===== src/rtl/polar_iq_frame_source.sv =====
// -----------------------------------------------------------------------------
// polar_iq_frame_source
//
// Converts one polar sample (10-bit magnitude, 10-bit phase) at a time into a
// 14-bit signed I/Q pair using an iterative rotation-mode CORDIC. It then
// groups the results into frames of N samples, so they line up with the
// dataset size of the downstream sort/cluster/classify chain. It serves as an
// on-chip stimulus / loopback source for the ini/inq inputs of the
// classification top level.
//
// Parameters:
//   N      samples per frame (must match the downstream dataset size)
//   ITERS  CORDIC micro-rotations, legal range 8..15
//
// Ports:
//   clk          system clock
//   reset        synchronous, active-high reset
//   in_valid     polar sample present (must be held until in_ready)
//   in_ready     block can accept a sample (IDLE only)
//   mag          unsigned magnitude
//   phase        unsigned phase, LSB = 2*pi/1024, wraps at full circle
//   out_valid    I/Q sample valid (HOLD state)
//   out_ready    downstream accepts the sample
//   out_i        signed I, nominal mag*8*cos(phase), range [-8191,+8191]
//   out_q        signed Q, nominal mag*8*sin(phase), range [-8191,+8191]
//   frame_start  with out_valid: sample index 0 of the frame
//   frame_last   with out_valid: sample index N-1 of the frame
//   busy         high in any state other than IDLE
//
// Build option:
//   P2R_ROUND_EN  defined   -> round half toward +inf on the final >>>3
//                 undefined -> plain arithmetic truncation (toward -inf)
// -----------------------------------------------------------------------------
module polar_iq_frame_source #(
    parameter int N     = 1000,
    parameter int ITERS = 14
) (
    input  logic               clk,
    input  logic               reset,
    input  logic               in_valid,
    output logic               in_ready,
    input  logic [9:0]         mag,
    input  logic [9:0]         phase,
    output logic               out_valid,
    input  logic               out_ready,
    output logic signed [13:0] out_i,
    output logic signed [13:0] out_q,
    output logic               frame_start,
    output logic               frame_last,
    output logic               busy
);

    localparam int CW = (N > 1) ? $clog2(N) : 1;
    localparam int IW = 4;                         // holds 0..ITERS, ITERS <= 15
    localparam logic [IW-1:0] LAST_ITER = IW'(ITERS);
    localparam logic [CW-1:0] LAST_CNT  = CW'(N - 1);
    localparam logic [14:0]   INV_K     = 15'd19899; // 1/1.64676 in Q0.15

    typedef enum logic [1:0] {
        S_IDLE = 2'd0,
        S_ROT  = 2'd1,
        S_HOLD = 2'd2
    } state_t;

    state_t             r_state;
    state_t             w_state_next;
    logic [IW-1:0]      r_iter;
    logic [CW-1:0]      r_count;
    logic signed [17:0] r_x;
    logic signed [17:0] r_y;
    logic signed [15:0] r_z;
    logic signed [13:0] r_out_i;
    logic signed [13:0] r_out_q;

    // -------------------------------------------------------------------------
    // atan(2^-i) in angle units where the full circle is 65536.
    // -------------------------------------------------------------------------
    function automatic logic signed [15:0] atan_lut(input logic [IW-1:0] idx);
        case (idx)
            4'd0:    atan_lut = 16'sd8192;
            4'd1:    atan_lut = 16'sd4836;
            4'd2:    atan_lut = 16'sd2555;
            4'd3:    atan_lut = 16'sd1297;
            4'd4:    atan_lut = 16'sd651;
            4'd5:    atan_lut = 16'sd326;
            4'd6:    atan_lut = 16'sd163;
            4'd7:    atan_lut = 16'sd81;
            4'd8:    atan_lut = 16'sd41;
            4'd9:    atan_lut = 16'sd20;
            4'd10:   atan_lut = 16'sd10;
            4'd11:   atan_lut = 16'sd5;
            4'd12:   atan_lut = 16'sd3;
            4'd13:   atan_lut = 16'sd1;
            4'd14:   atan_lut = 16'sd1;
            default: atan_lut = 16'sd0;
        endcase
    endfunction

    // -------------------------------------------------------------------------
    // Drop the 3 guard bits (truncate or round) and clamp to a symmetric
    // range so that -8192 is never produced.
    // -------------------------------------------------------------------------
    function automatic logic signed [13:0] scale_sat(input logic signed [17:0] v);
        logic signed [18:0] t;
        logic signed [15:0] s;
`ifdef P2R_ROUND_EN
        t = 19'(v) + 19'sd4;
`else
        t = 19'(v);
`endif
        s = 16'(t >>> 3);
        if (s > 16'sd8191) begin
            scale_sat = 14'sd8191;
        end else if (s < -16'sd8191) begin
            scale_sat = -14'sd8191;
        end else begin
            scale_sat = 14'(s);
        end
    endfunction

    // -------------------------------------------------------------------------
    // Quadrant pre-rotation and initial vector.
    // For phases in [90deg, 270deg), start from the negative x axis and
    // rotate by (phase - 180deg). This keeps the residual angle inside +/-90deg,
    // which lies within the CORDIC convergence range.
    // -------------------------------------------------------------------------
    logic               w_flip;
    logic [9:0]         w_resid;
    logic [24:0]        w_prod;
    logic signed [17:0] w_x0_mag;
    logic signed [17:0] w_x0;
    logic signed [15:0] w_z0;

    assign w_flip   = phase[9] ^ phase[8];
    assign w_resid  = w_flip ? (phase - 10'd512) : phase;
    // mag*8*INV_K in Q0.15, kept with 3 fractional bits: (mag*INV_K) >> 9.
    assign w_prod   = {15'd0, mag} * {10'd0, INV_K};
    assign w_x0_mag = 18'(w_prod >> 9);
    assign w_x0     = w_flip ? -w_x0_mag : w_x0_mag;
    // The residual is read as signed 10 bits; shifting it by 6 maps 1024 -> 65536.
    assign w_z0     = signed'({w_resid, 6'b000000});

    // -------------------------------------------------------------------------
    // One micro-rotation, selected by the sign of the remaining angle.
    // -------------------------------------------------------------------------
    logic signed [17:0] w_xs;
    logic signed [17:0] w_ys;
    logic signed [15:0] w_atan;
    logic signed [17:0] w_x_rot;
    logic signed [17:0] w_y_rot;
    logic signed [15:0] w_z_rot;

    assign w_xs   = r_x >>> r_iter;
    assign w_ys   = r_y >>> r_iter;
    assign w_atan = atan_lut(r_iter);

    always_comb begin
        if (!r_z[15]) begin
            w_x_rot = r_x - w_ys;
            w_y_rot = r_y + w_xs;
            w_z_rot = r_z - w_atan;
        end else begin
            w_x_rot = r_x + w_ys;
            w_y_rot = r_y - w_xs;
            w_z_rot = r_z + w_atan;
        end
    end

    // -------------------------------------------------------------------------
    // FSM state register
    // -------------------------------------------------------------------------
    // NOTE: state is updated with non-blocking assignments so that every flop
    // samples its pre-edge value, independent of statement order.
    always_ff @(posedge clk) begin
        if (reset) begin
            r_state <= S_IDLE;
        end else begin
            r_state <= w_state_next;
        end
    end

    // -------------------------------------------------------------------------
    // FSM next-state and state-decoded outputs
    // -------------------------------------------------------------------------
    // NOTE: every output of this block gets a default first, so no path
    // leaves a signal unassigned and no latch is inferred.
    always_comb begin
        w_state_next = r_state;
        in_ready     = 1'b0;
        out_valid    = 1'b0;
        busy         = 1'b1;
        case (r_state)
            S_IDLE: begin
                in_ready = 1'b1;
                busy     = 1'b0;
                if (in_valid) begin
                    w_state_next = S_ROT;
                end
            end
            S_ROT: begin
                // ITERS rotation cycles, then one more cycle to register outputs.
                if (r_iter == LAST_ITER) begin
                    w_state_next = S_HOLD;
                end
            end
            S_HOLD: begin
                out_valid = 1'b1;
                if (out_ready) begin
                    w_state_next = S_IDLE;
                end
            end
            default: begin
                w_state_next = S_IDLE;
            end
        endcase
    end

    // -------------------------------------------------------------------------
    // Control registers: iteration count, frame counter and output registers.
    // -------------------------------------------------------------------------
    always_ff @(posedge clk) begin
        if (reset) begin
            r_iter  <= '0;
            r_count <= '0;
            r_out_i <= '0;
            r_out_q <= '0;
        end else begin
            case (r_state)
                S_IDLE: begin
                    if (in_valid) begin
                        r_iter <= '0;
                    end
                end
                S_ROT: begin
                    if (r_iter == LAST_ITER) begin
                        r_out_i <= scale_sat(r_x);
                        r_out_q <= scale_sat(r_y);
                    end else begin
                        r_iter <= r_iter + 4'd1;
                    end
                end
                S_HOLD: begin
                    if (out_ready) begin
                        r_count <= (r_count == LAST_CNT) ? '0 : r_count + CW'(1);
                    end
                end
                default: begin
                end
            endcase
        end
    end

    // -------------------------------------------------------------------------
    // CORDIC datapath registers
    // -------------------------------------------------------------------------
    // NOTE: the x/y/z working registers have no reset. Each sample loads them
    // before they are read, and a reset returns the FSM to IDLE, where their
    // contents are ignored.
    always_ff @(posedge clk) begin
        if (r_state == S_IDLE && in_valid) begin
            r_x <= w_x0;
            r_y <= '0;
            r_z <= w_z0;
        end else if (r_state == S_ROT && r_iter != LAST_ITER) begin
            r_x <= w_x_rot;
            r_y <= w_y_rot;
            r_z <= w_z_rot;
        end
    end

    assign out_i       = r_out_i;
    assign out_q       = r_out_q;
    assign frame_start = out_valid && (r_count == '0);
    assign frame_last  = out_valid && (r_count == LAST_CNT);

endmodule


===== config.mk =====
export PLATFORM = sky130hd
export DESIGN_NAME = polar_iq_frame_source
export DESIGN_NICKNAME = d
export VERILOG_FILES = /design/src/rtl/polar_iq_frame_source.sv
export SDC_FILE = /design/constraint.sdc
export NUM_CORES = 1
export LEC_CHECK = 0
export ABC_CLOCK_PERIOD_IN_PS = 5300
export CORE_AREA = 2 2 191 193
export DETAILED_ROUTE_END_ITERATION = 12
export DIE_AREA = 0 0 193 195
export DONT_BUFFER_PORTS = 1
export SLEW_MARGIN = 20
export SYNTH_ARGS = -nofsm -noshare
export SYNTH_HDL_FRONTEND = slang
export SYNTH_SLANG_ARGS = --single-unit

===== constraint.sdc =====
create_clock -name clk -period 5.3 [get_ports clk]
set_input_delay 0.53 -clock clk [delete_from_list [all_inputs] [get_ports clk]]
set_output_delay 0.53 -clock clk [all_outputs]
set_load 0.1 [all_outputs]

# Word level (Yosys, flattened, before mapping)
# Memory sizes are Yosys's and may differ from the RTL's. A register that Yosys moved wholly into a read port is not among the register bits.
# Index checks and enable logic that the tools add are counted.
op_classes:
  add_sub_neg: 10
  mul: 1
  div_mod_pow: 0
  n_lt_le_gt_ge: 4
  eq_ne: 9
  n_shift: 2
  n_mux: 26
  bitwise: 1
  n_reduce_logical: 12
ops:
  columns: ["op", "n"]
  rows:
  - ["two-way mux 18 bit", 5]
  - ["two-way mux 14 bit", 4]
  - ["two-way mux 16 bit", 3]
  - ["adder 18 bit", 2]
  - [">>> shifter 18 x 4 -> 18 bit", 2]
  - ["subtractor 18 bit", 2]
  - ["> comparator 15 x 14 -> 1 bit (second input constant)", 2]
  - ["less-than comparator 15 x 14 -> 1 bit (second input constant)", 2]
  - ["multiplier 10 x 15 -> 25 bit (second input constant)", 1]
  - ["two-way mux 10 bit", 2]
  - ["negation 16 -> 18 bit", 1]
  - ["adder 16 bit", 1]
  - ["two-way mux 4 bit", 4]
  - ["subtractor 16 bit", 1]
  - ["adder 10 x 1 -> 10 bit (second input constant)", 1]
  - ["equality test 10 bit (second input constant)", 1]
  - ["logical NOT 10 bit", 1]
  - ["subtractor 10 bit (second input constant)", 1]
  - ["!= test 2 bit (second input constant)", 4]
  - ["one-hot mux 4 bit (2 select lines)", 1]
  - ["two-way mux 2 bit", 3]
  - ["one-hot mux 2 bit (3 select lines)", 1]
  - ["AND reduction 3 bit", 2]
  - ["adder 4 x 1 -> 4 bit (second input constant)", 1]
  - ["other kinds (10)", 17]
totals:
  regBits: 96
  latch_bits: 0
  mem_bits_rw: 0
  mem_bits_ro: 224
  memories: 1
mem_list:
  columns: ["name", "words", "width", "rd", "rd_clocked_by_memory_dff", "wr", "line", "rtl"]
  rows:
  - ["(no name shown)", 16, 14, 1, 1, 0, "79", "case (idx)"]

# Longest topological paths before layout
# Gate-level depths: netlist of the first run.
logic_depth:
  depth_word: 5
  ltp_mapped: 24

# Worst setup path before layout of the first run
# OpenSTA, ideal clock, no wires.
synth_path:
  path_kind: "in2reg"
  from: "input mag[4]"
  to: "register r_x[15] (data pin)"
  setup_time_ns: 0.169
  arrival_ns: 5.459
  required_time_ns: 5.131
  setup_slack_ns: -0.328
  path_stages: 20
  path_buffers: 0
  cell_sequence: "fa_1 inv_1 fa_1 inv_1 fa_1 inv_1 fa_1 inv_1 ha_1 ha_1 a21oi_1 o21ai_0 a21o_1 o31ai_1 a21o_1 a31oi_1 nor3_1 nand4_1 and3_1 o31ai_1"
synth_between:
  elab_chain_len: 4
synth_rtl:
  columns: ["item", "line", "rtl"]
  rows:
  - ["start: declaration", "42", "input logic [9:0] mag,"]
  - ["multiplier 10 x 15 -> 25 bit *", "137", "assign w_prod = {15'd0, mag} * {10'd0, INV_K};"]
  - ["negation 16 -> 18 bit", "139", "assign w_x0 = w_flip ? -w_x0_mag : w_x0_mag;"]
  - ["two-way mux 18 bit *", "139", null]
  - ["two-way mux 18 bit *", "260", "if (r_state == S_IDLE && in_valid) begin"]
  - ["end signal: assignment", "261", "r_x <= w_x0;"]
  - ["end signal: assignment", "265", "r_x <= w_x_rot;"]
  - ["end: declaration", "69", "logic signed [17:0] r_x;"]
# Every way passes the cells marked *; elsewhere a longest branch is shown, timed or not.
# A chain may end at the register's enable or synchronous reset.

# Worst setup path in the final report of the first run
layout_path:
  from: "input mag[4]"
  to: "register r_x[5] (data pin)"
# The elaborated chain is that of the path after synthesis.

==> flow_summary.yaml, run 1 <==
run_status:
  status: "completed"
sta:
  finalClockSkew_ns: 0.0134
  rsz0062_at_grt: "yes"
  timing.hold.ws_ns: 0.236
  fin_ws_ns: 0.181
  drv_slew: 0
  setup_viol: 0
  hold_violations: 0
  tightest_slew_ns: 1.05
  min_period_ns: 5.12
  fin_tns_setup_ns: 0
  relSlewSlack_pct: 30.0
  fin_crit_sh_pct: 96.6
  timing.fmax_ghz: 0.195
setup_path:
  worstPathArrival_ns: 5.35
  r2r.worst_path.cells: 17
  worst-path-buf-inv: 6
  crit_fanout: 5
  crit_slowest_cell: "fa_1"
  r2r-start: "r_iter[1]"
  startpoint_type: "primary input"
  crit_required_ns: 5.53
  endpoint_kind: "flip-flop"
  crit_type: "primary input to flip-flop"
  r2r_slack_ns: 0.37
  timing.rr.end: "r_x[17]"
  crit_chain: "fa_1, inv_1, fa_1, inv_1, fa_1, inv_1, fa_1, inv_1, ha_4, ha_4, nand2_1, o21a_1, buf_4, o21a_1, o31ai_1, or2_4, nor2b_2, buf_4, a2bb2oi_1, o21ai_0, or3_1, nand3_1"
  critPathTopFamily: "adder cells"
  critPathMaxStageDelay_ns: 0.53
clock_network:
  cts_tree: "yes"
  cts_num_sinks: 110
  htree_levels: 3
  clk_transition_reported_paths_ns: 0.08
  clkLatencyLatePin_ns: 0.37
  cts_root_buf: "clkbuf_16"
  cts_buffers: 9
  cts_buffer_depth: 2
drt:
  ant_nets: 0
  routed_wirelength_um: 32700
  first_pass_iters: 5
  via_per_inst: 5.36
  drt_iter0_drc: 635
  post_drt_wl_per_cell_um: 16.7
  vias: 10500
  route.detailed.drc: 0
synth:
  synthesis.area_mm2: 0.0123
  synth.avg_cell_area_um2: 8.54
  synthArstFlopShare_pct: 0
  yosysUniqueCellTypes: 78
  synth.most_common_cell: "ha_1"
  synth-edff-count: 28
  synth_top_area_share_pct: 13.3
  netlist_top_cells_area: "dfxtp_1, ha_1, fa_1"
  ys.flop_type: "dfxtp_1"
  postSynthCellCount: 1445
  syn-num-nets: 1656
  ys_ff_latch: 110
  ys_top_cells_by_count: "ha_1, a21oi_1, inv_1"
  ys_seq_area_share_pct: 20.1
  synth_top_area_cell: "dfxtp_1"
  yosysWarnings: 0
worst_hold_path:
  hold_path.startpoint: "reset"
  min_to: "r_iter[1]"
  holdPathStages: 1
  min_path_type: "primary input to flip-flop"
global_route:
  grt_pass1_wl_um: 53000
  grt-ovfl-total: 0
  antenna_found_initial: 0
  grt_max_degree: 49
  grt_pass1_vias: 10300
  grt.total_usage_pct: 17.5
final_layout:
  layout-drive-gt1-share_pct: 14.3
  diodes: 0
  area_growth_syn_to_layout_pct: 13.0
  layout.nets: 1704
floorplanning:
  start_util_pct: 34.9
  die_h_um: 195
  io_pins: 57
  die_w_um: 193
  die-area_mm2: 0.0376
  num_rows: 69
  core_mm2: 0.0354
place:
  pre_cts_slack_ns: -0.365
  hpwl_um: 26100
  routabilityCongestion: 0.887
  port-buffer-count: 0
job:
  drv_cap: 0
power:
  power.density_mw_per_mm2: 732
  power_uw: 10200
  peakVddDrop_uv: 396
  p_leak_uw: 0.00602
[power breakdown]
part | switching [uW] | internal (uW) | total [uW]
Sequential | 300 | 1130 | 1430
Combinational | 4250 | 3830 | 8080
Clock | 367 | 337 | 704
Total | 4920 | 5300 | 10200
[flip-flops by register name, indices dropped and copies added (netlist names)]
| signal | cells |
|---|---|
| out_i | 14 |
| r_state | 2 |
| out_q | 14 |
| r_z | 16 |
| r_iter | 4 |
| w_atan | 14 |
| r_count | 10 |
| r_x | 18 |
| r_y | 18 |
[per-layer routing]
layer	track usage, %	wire (um)	share of wire (%)	vias to the layer above
met1	23.2	15000	46	4960
met5	0	0	0	-
met3	2.62	1510	4.6	37
met2	29.4	15400	47	260
li1	-	-	-	5248
met4	4.69	747	2.3	0
[how the worst max path moves through the flow]
stage	from	endpoint	slack, ns	depth (start not counted)
6_report	mag[4]	r_x[5]	0.18	22
5_1_grt	mag[4]	r_x[8]	-0.03	23
4_1_cts	mag[4]	r_x[15]	0.02	20
3_5_place_dp	mag[4]	r_x[15]	-0.36	21
3_3_place_gp	mag[4]	r_x[15]	-0.34	21
2_1_floorplan	mag[4]	r_x[15]	-0.02	19
[cell families after synthesis]
group	synth area share, %
AO/OA/AOI/OAI	18.4
adder cells (fa/ha/maj)	22.4
XOR/XNOR	8.80
buffers and inverters	6.04
multiplexers	8.94
AND/OR/NAND/NOR	15.3
flip-flops	20.1
[worst register-to-register path, delay by kind of cell (launching register included)]
kind                     cells  cell delay, ns
XOR/XNOR                     2            0.46
flip-flops                   1            0.68
multiplexers                 2            1.12
AND/OR/NAND/NOR              6            1.16
AO/OA/AOI/OAI                6            0.91
adder cells (fa/ha/maj)      1            0.33
[metrics by stage]
step,std cells,cell area [um2],utilization (%)
2_1_floorplan,1445,12400,-
3_3_place_gp,1938,13500,38.1
3_5_place_dp,1938,13500,38.1
4_1_cts,1954,13800,39.0
5_1_grt,1959,14000,39.4
6_report,1959,14000,39.4
[layout by cell type, fill, tap and decap left out, types with 56 or more instances in the layout]
cell type	count
a21oi_1	120
buf_4	99
dfxtp_1	80
fa_1	56
ha_1	125
inv_1	123
nand2_1	116
nor2_1	103
o21ai_0	94
xnor2_1	69
[repair_timing]
action / CTS / global route
resized for setup: 1 / 24
hold buffers: 0 / 0
buffers inserted: 0 / 5
setup endpoints to repair: 1 / 14
cloned: 0 / 0
pin swaps: 0 / 9
[layout make-up]
| type | count | area [um2] |
|---|---|---|
| repair buffers | 100 | 768 |
| fillers | 3558 | 21400 |
| clock buffers | 9 | 225 |
| flip-flops and latches | 110 | 2490 |
| clock inverters | 7 | 82.6 |
| well taps | 461 | 577 |
| multi-input cells | 1146 | 9340 |
| inverters | 126 | 473 |
(Power assumes the default switching activity.)
==> inputs of run 2 (changes only) <==
--- a/config.mk
+++ b/config.mk
@@ -6,9 +6,9 @@
 export NUM_CORES = 1
 export LEC_CHECK = 0
 export ABC_CLOCK_PERIOD_IN_PS = 5300
-export CORE_AREA = 2 2 191 193
+export CORE_AREA = 2 2 169 171
 export DETAILED_ROUTE_END_ITERATION = 12
-export DIE_AREA = 0 0 193 195
+export DIE_AREA = 0 0 171 173
 export DONT_BUFFER_PORTS = 1
 export SLEW_MARGIN = 20
 export SYNTH_ARGS = -nofsm -noshare
==> run 2 against run 1 <==
  * Sequential power barely moved
  * Count of clock-buffer cells in the layout did not move
  * Clock skew rose by 0.0042 ns
  * Fmax rose by 0.51%
  * Hold slack got worse by 0.0023 ns
  * Global-route usage rose by 4.9 points
  * Sequential share of layout area rose by 0.11 points
  * Largest cell class unchanged
  * Design area fell by 0.49%
  * Combinational power barely moved
  * Largest power group unchanged
  * First-iteration DRC count rose by 16%
==> flow_summary.yaml, run 2 (same netlist as run 1, synthesis figures left out) <==
floorplanning:
  num_rows: 61
  die_h_um: 173
  start_util_pct: 44.7
  core_mm2: 0.0276
  io_pins: 57
  die_w_um: 171
  die-area_mm2: 0.0296
place:
  routabilityCongestion: 0.949
  port-buffer-count: 0
  hpwl_um: 26000
  placedCellCount: 1865
power:
  pwr-share-seq_pct: 14.0
  power_uw: 10200
  swShare_pct: 48.5
  p_leak_uw: 0.00604
  p_comb_share_pct: 79.1
  clock_power_share_pct: 6.9
  peakVddDrop_uv: 412
  power.density_mw_per_mm2: 734
  netSwitchingPower_uw: 4940
  intPower_uw: 5250
clock_network:
  cts_root_buf: "clkbuf_16"
  cts_buffer_depth: 2
  htree_levels: 3
  clkLatencyLatePin_ns: 0.37
  cts_num_sinks: 110
  cts_setup_buffers: 0
  clk_transition_reported_paths_ns: 0.08
  cts_buffers: 9
  cts_tree: "yes"
setup_path:
  crit_required_ns: 5.49
  r2r.worst_path.cells: 18
  crit_type: "primary input to flip-flop"
  startpoint_type: "primary input"
  crit_fanout: 5
  r2r-start: "r_iter[0]"
  timing.rr.end: "r_x[17]"
  r2r_slack_ns: 0.35
  endpoint_kind: "flip-flop"
  worstPathArrival_ns: 5.28
final_layout:
  diodes: 0
  seqCellArea_mm2: 0.00249
  multiInputGateArea_mm2: 0.00933
  num-fill-cells: 2662
  area_growth_syn_to_layout_pct: 12.5
  biggestRegsByFlops: "r_x x18, r_y x18, r_z x16"
  final_cell_mix: "ha_1, inv_1, a21oi_1, nand2_1, buf_4"
  finalNonFillerCells: 1881
  layout-drive-gt1-share_pct: 14.6
  layout.nets: 1709
  final_common_cell: "ha_1"
  fin_util_pct: 50.2
global_route:
  grt_pass1_vias: 10300
  grt_pass1_wl_um: 53400
  grt.total_usage_pct: 22.4
  antenna_found_initial: 0
  grt-ovfl-total: 0
  grt_max_degree: 49
sta:
  setup_viol: 0
  fin_crit_sh_pct: 96.1
  tightest_slew_ns: 1.00
  relSlewSlack_pct: 33.2
  fin_tns_setup_ns: 0
  finalClockSkew_ns: 0.0177
  hold_violations: 0
  rsz0062_at_grt: "yes"
  timing.hold.ws_ns: 0.233
  drv_slew: 0
  min_period_ns: 5.09
  timing.fmax_ghz: 0.196
drt:
  post_drt_wl_per_cell_um: 17.5
  first_pass_iters: 8
  via_per_inst: 5.67
  met3_wirelength_um: 1680
  met1_length_um: 14800
  top_layer: "met4"
  route.detailed.drc: 0
  met2WireLength_um: 15500
  ant_nets: 0
  drt_iter0_drc: 736
  vias: 10700
  routed_wirelength_um: 32800
worst_hold_path:
  min_path_type: "primary input to flip-flop"
  min_to: "r_iter[1]"
  holdPathStages: 1
  hold_path.startpoint: "reset"
run_status:
  status: "completed"
job:
  drv_cap: 0
-- run 2: how the worst max path moves through the flow --
stage           start       to  slack [ns]
2_1_floorplan  mag[4]  r_x[15]       -0.02
3_3_place_gp   mag[4]  r_x[15]       -0.27
3_5_place_dp   mag[4]  r_x[15]       -0.28
4_1_cts        mag[4]  r_x[15]        0.07
5_1_grt        mag[4]  r_x[17]       -0.04
6_report       mag[4]  r_x[15]        0.21
-- run 2: repair_timing --
item / in CTS / in global routing
hold buffers: 0 / 0
resized for setup: 0 / 26
endpoints found under the setup margin: 0 / 12
-- run 2: final cells by class --
type                            instances  share of cell area [%]
Clock inverter                          7                   0.523
Tap cell                              378                    3.41
Inverter                              126                    3.41
Clock buffer                            9                    1.62
Timing Repair Buffer                  105                    5.89
Sequential cell                       110                    17.9
Multi-Input combinational cell       1146                    67.2
-- run 2: worst max-delay path: stages --
cell,delay [ns]
fa_1,0.51
inv_1,0.05
fa_1,0.47
inv_1,0.06
fa_1,0.53
inv_1,0.05
fa_1,0.41
inv_1,0.08
fa_1,0.41
ha_1,0.34
and3_1,0.18
a21o_1,0.23
o21ai_1,0.15
buf_4,0.13
nand2_1,0.08
nor2_2,0.18
mux2i_2,0.30
nand4_1,0.18
and3_1,0.22
o31ai_1,0.18
-- run 2: power by group through the flow --
stage / Combinational (uW) / Sequential (uW) / Clock, uW
after floorplan: 5520 / 1300 / 0
after global placement: 7670 / 1430 / 0
after detailed placement: 7740 / 1430 / 0
after CTS: 7810 / 1420 / 725
after global routing: 8970 / 1440 / 750
final: 8060 / 1430 / 702
-- run 2: metal layers --
metal  global-route usage, %  up-vias
li1                        -     5246
met1                    30.1     5081
met2                    37.4      284
met3                    2.84       55
met4                    6.74        0
met5                       0        -
-- run 2: through the flow --
step	setup WS [ns]	instance area [um2]
floorplan	-0.0192	12400
global placement	-0.269	13500
detailed placement	-0.281	13500
CTS	0.0655	13800
global route	-0.0378	13900
finish	0.207	13900
==> inputs of run 3 (changes only) <==
--- a/config.mk
+++ b/config.mk
@@ -5,8 +5,9 @@
 export SDC_FILE = /design/constraint.sdc
 export NUM_CORES = 1
 export LEC_CHECK = 0
-export ABC_CLOCK_PERIOD_IN_PS = 5300
+export ABC_CLOCK_PERIOD_IN_PS = 5850
 export CORE_AREA = 2 2 169 171
+export CTS_BUF_LIST = sky130_fd_sc_hd__clkbuf_8
 export DETAILED_ROUTE_END_ITERATION = 12
 export DIE_AREA = 0 0 171 173
 export DONT_BUFFER_PORTS = 1
==> constraint.sdc (replaced) <==
create_clock -name clk -period 5.85 [get_ports clk]
set_input_delay 0.585 -clock clk [delete_from_list [all_inputs] [get_ports clk]]
set_output_delay 0.585 -clock clk [all_outputs]
set_load 0.1 [all_outputs]
==> run 3 against run 2 <==
  * Total power down 20%
  * Non-clock buffer count down 62
  * Count of clock-buffer cells in the layout unchanged
  * Final cell count decreased by 3.3%
  * Highest routed layer unchanged
  * Largest cell class unchanged
  * Sequential cell count stayed put
==> flow_summary.yaml, run 3 (same netlist as run 1, synthesis figures left out) <==
sta:
  tightest_slew_ns: 1.01
  fin_crit_sh_pct: 94.3
  hold_violations: 0
  finalClockSkew_ns: 0.0236
  setup_viol: 0
  min_period_ns: 5.51
  relSlewSlack_pct: 32.4
  fin_ws_ns: 0.336
  drv_slew: 0
  timing.fmax_ghz: 0.181
  rsz0062_at_grt: "no"
global_route:
  grt_max_degree: 49
  grt.total_usage_pct: 22.1
  grt_pass1_wl_um: 52600
  grt_pass1_vias: 10100
  grt-ovfl-total: 0
  antenna_found_initial: 0
final_layout:
  layout-drive-gt1-share_pct: 8.95
  num-fill-cells: 2736
  diodes: 0
  final_common_cell: "ha_1"
  final_cell_mix: "ha_1, inv_1, a21oi_1, nand2_1, nor2_1"
  layout.nets: 1647
  area_growth_syn_to_layout_pct: 6.45
  finalInstanceArea_mm2: 0.0131
  biggestRegsByFlops: "r_x x18, r_y x18, r_z x16"
floorplanning:
  start_util_pct: 44.7
  io_pins: 57
  die_h_um: 173
  die_w_um: 171
  die-area_mm2: 0.0296
  core_mm2: 0.0276
  num_rows: 61
place:
  hpwl_um: 25500
  port-buffer-count: 0
  dpl_cell_area_mm2: 0.0129
  routabilityCongestion: 0.923
  pre_cts_slack_ns: -0.0286
setup_path:
  crit_required_ns: 6.07
  r2r_slack_ns: 0.70
  crit_slowest_cell: "fa_1"
  worstPathArrival_ns: 5.74
  crit_fanout: 5
  endpoint_kind: "flip-flop"
  crit_chain: "fa_1, inv_1, fa_1, inv_1, fa_1, inv_1, fa_1, inv_1, ha_1, ha_1, a21oi_1, o21a_1, o21ai_0, a2111oi_0, buf_4, or2_2, nor2b_1, o21a_1, nand4_1, and3_1, o31ai_1"
  startpoint_type: "primary input"
  timing.rr.end: "r_y[17]"
  crit_type: "primary input to flip-flop"
  crit_start: "mag[4]"
  r2r-start: "r_iter[0]"
  crit_end: "r_x[15]"
  critPathMaxStageDelay_ns: 0.53
  r2r.worst_path.cells: 20
drt:
  route.detailed.drc: 0
  first_pass_iters: 5
  post_drt_wl_per_cell_um: 17.8
  drt_iter0_drc: 906
  ant_nets: 0
  via_per_inst: 5.73
  routed_wirelength_um: 32400
  vias: 10400
power:
  p_leak_uw: 0.00568
  power.density_mw_per_mm2: 620
  power_uw: 8140
  peakVddDrop_uv: 311
run_status:
  status: "completed"
clock_network:
  cts_hold_buf: 0
  cts_buffer_depth: 2
  cts_buffers: 9
  cts_root_buf: "clkbuf_8"
  clk_transition_reported_paths_ns: 0.11
  cts_setup_buffers: 0
  cts_tree: "yes"
  htree_levels: 3
  cts_resized: 0
  clkLatencyLatePin_ns: 0.41
  cts_num_sinks: 110
job:
  drv_cap: 0
worst_hold_path:
  min_path_type: "primary input to flip-flop"
run 3: how the worst min path moves through the flow:
stage               startpoint        end  slack (ns)  cells after the start
CTS                      reset  r_iter[1]        0.23                      1
finish                   reset  r_iter[1]        0.25                      1
global route             reset  r_iter[1]        0.23                      1
global placement        r_z[0]     r_z[0]        0.45                      2
floorplan               r_z[0]     r_z[0]        0.44                      2
detailed placement      r_z[0]     r_z[0]        0.46                      2
run 3: through the flow:
step	utilization, %	cells	setup TNS, ns	hold slack [ns]
floorplan	-	1445	0	0.438
global placement	46.8	1803	-0.109	0.446
detailed placement	46.8	1803	-0.0306	0.456
CTS	47.5	1819	0	0.234
global route	47.5	1819	0	0.227
finish	47.5	1819	0	0.250
run 3: area by class of cell:
| class | instances | area, um2 | area share, % |
|---|---|---|---|
| multi-input combinational | 1146 | 9130 | 69.5 |
| timing repair buffer | 43 | 370 | 2.82 |
| inverter | 126 | 473 | 3.60 |
| clock inverter | 7 | 82.6 | 0.629 |
| tap | 378 | 473 | 3.60 |
| clock buffer | 9 | 124 | 0.943 |
| sequential | 110 | 2480 | 18.9 |
run 3: routing by layer:
metal	vias to the layer above	GRT usage (%)	share of wire, %
met2	290	36.3	47
met1	4951	29.9	45
li1	5124	-	-
met4	0	6.89	2.4
met5	-	0	0
met3	54	3.00	5.0
run 3: worst max-delay path, delay by kind of cell:
kind | cells | cell delay, ns
and+or+nand+nor | 4 | 0.66
AOI/OAI and AO/OA | 6 | 1.37
adders and majority gates | 6 | 2.68
buffers and inverters | 5 | 0.41
run 3: power by group:
group / leakage (uW) / switching [uW] / internal (uW)
clock: 0.000104 / 320 / 171
sequential: 0.000948 / 307 / 1020
combinational: 0.00463 / 3480 / 2840
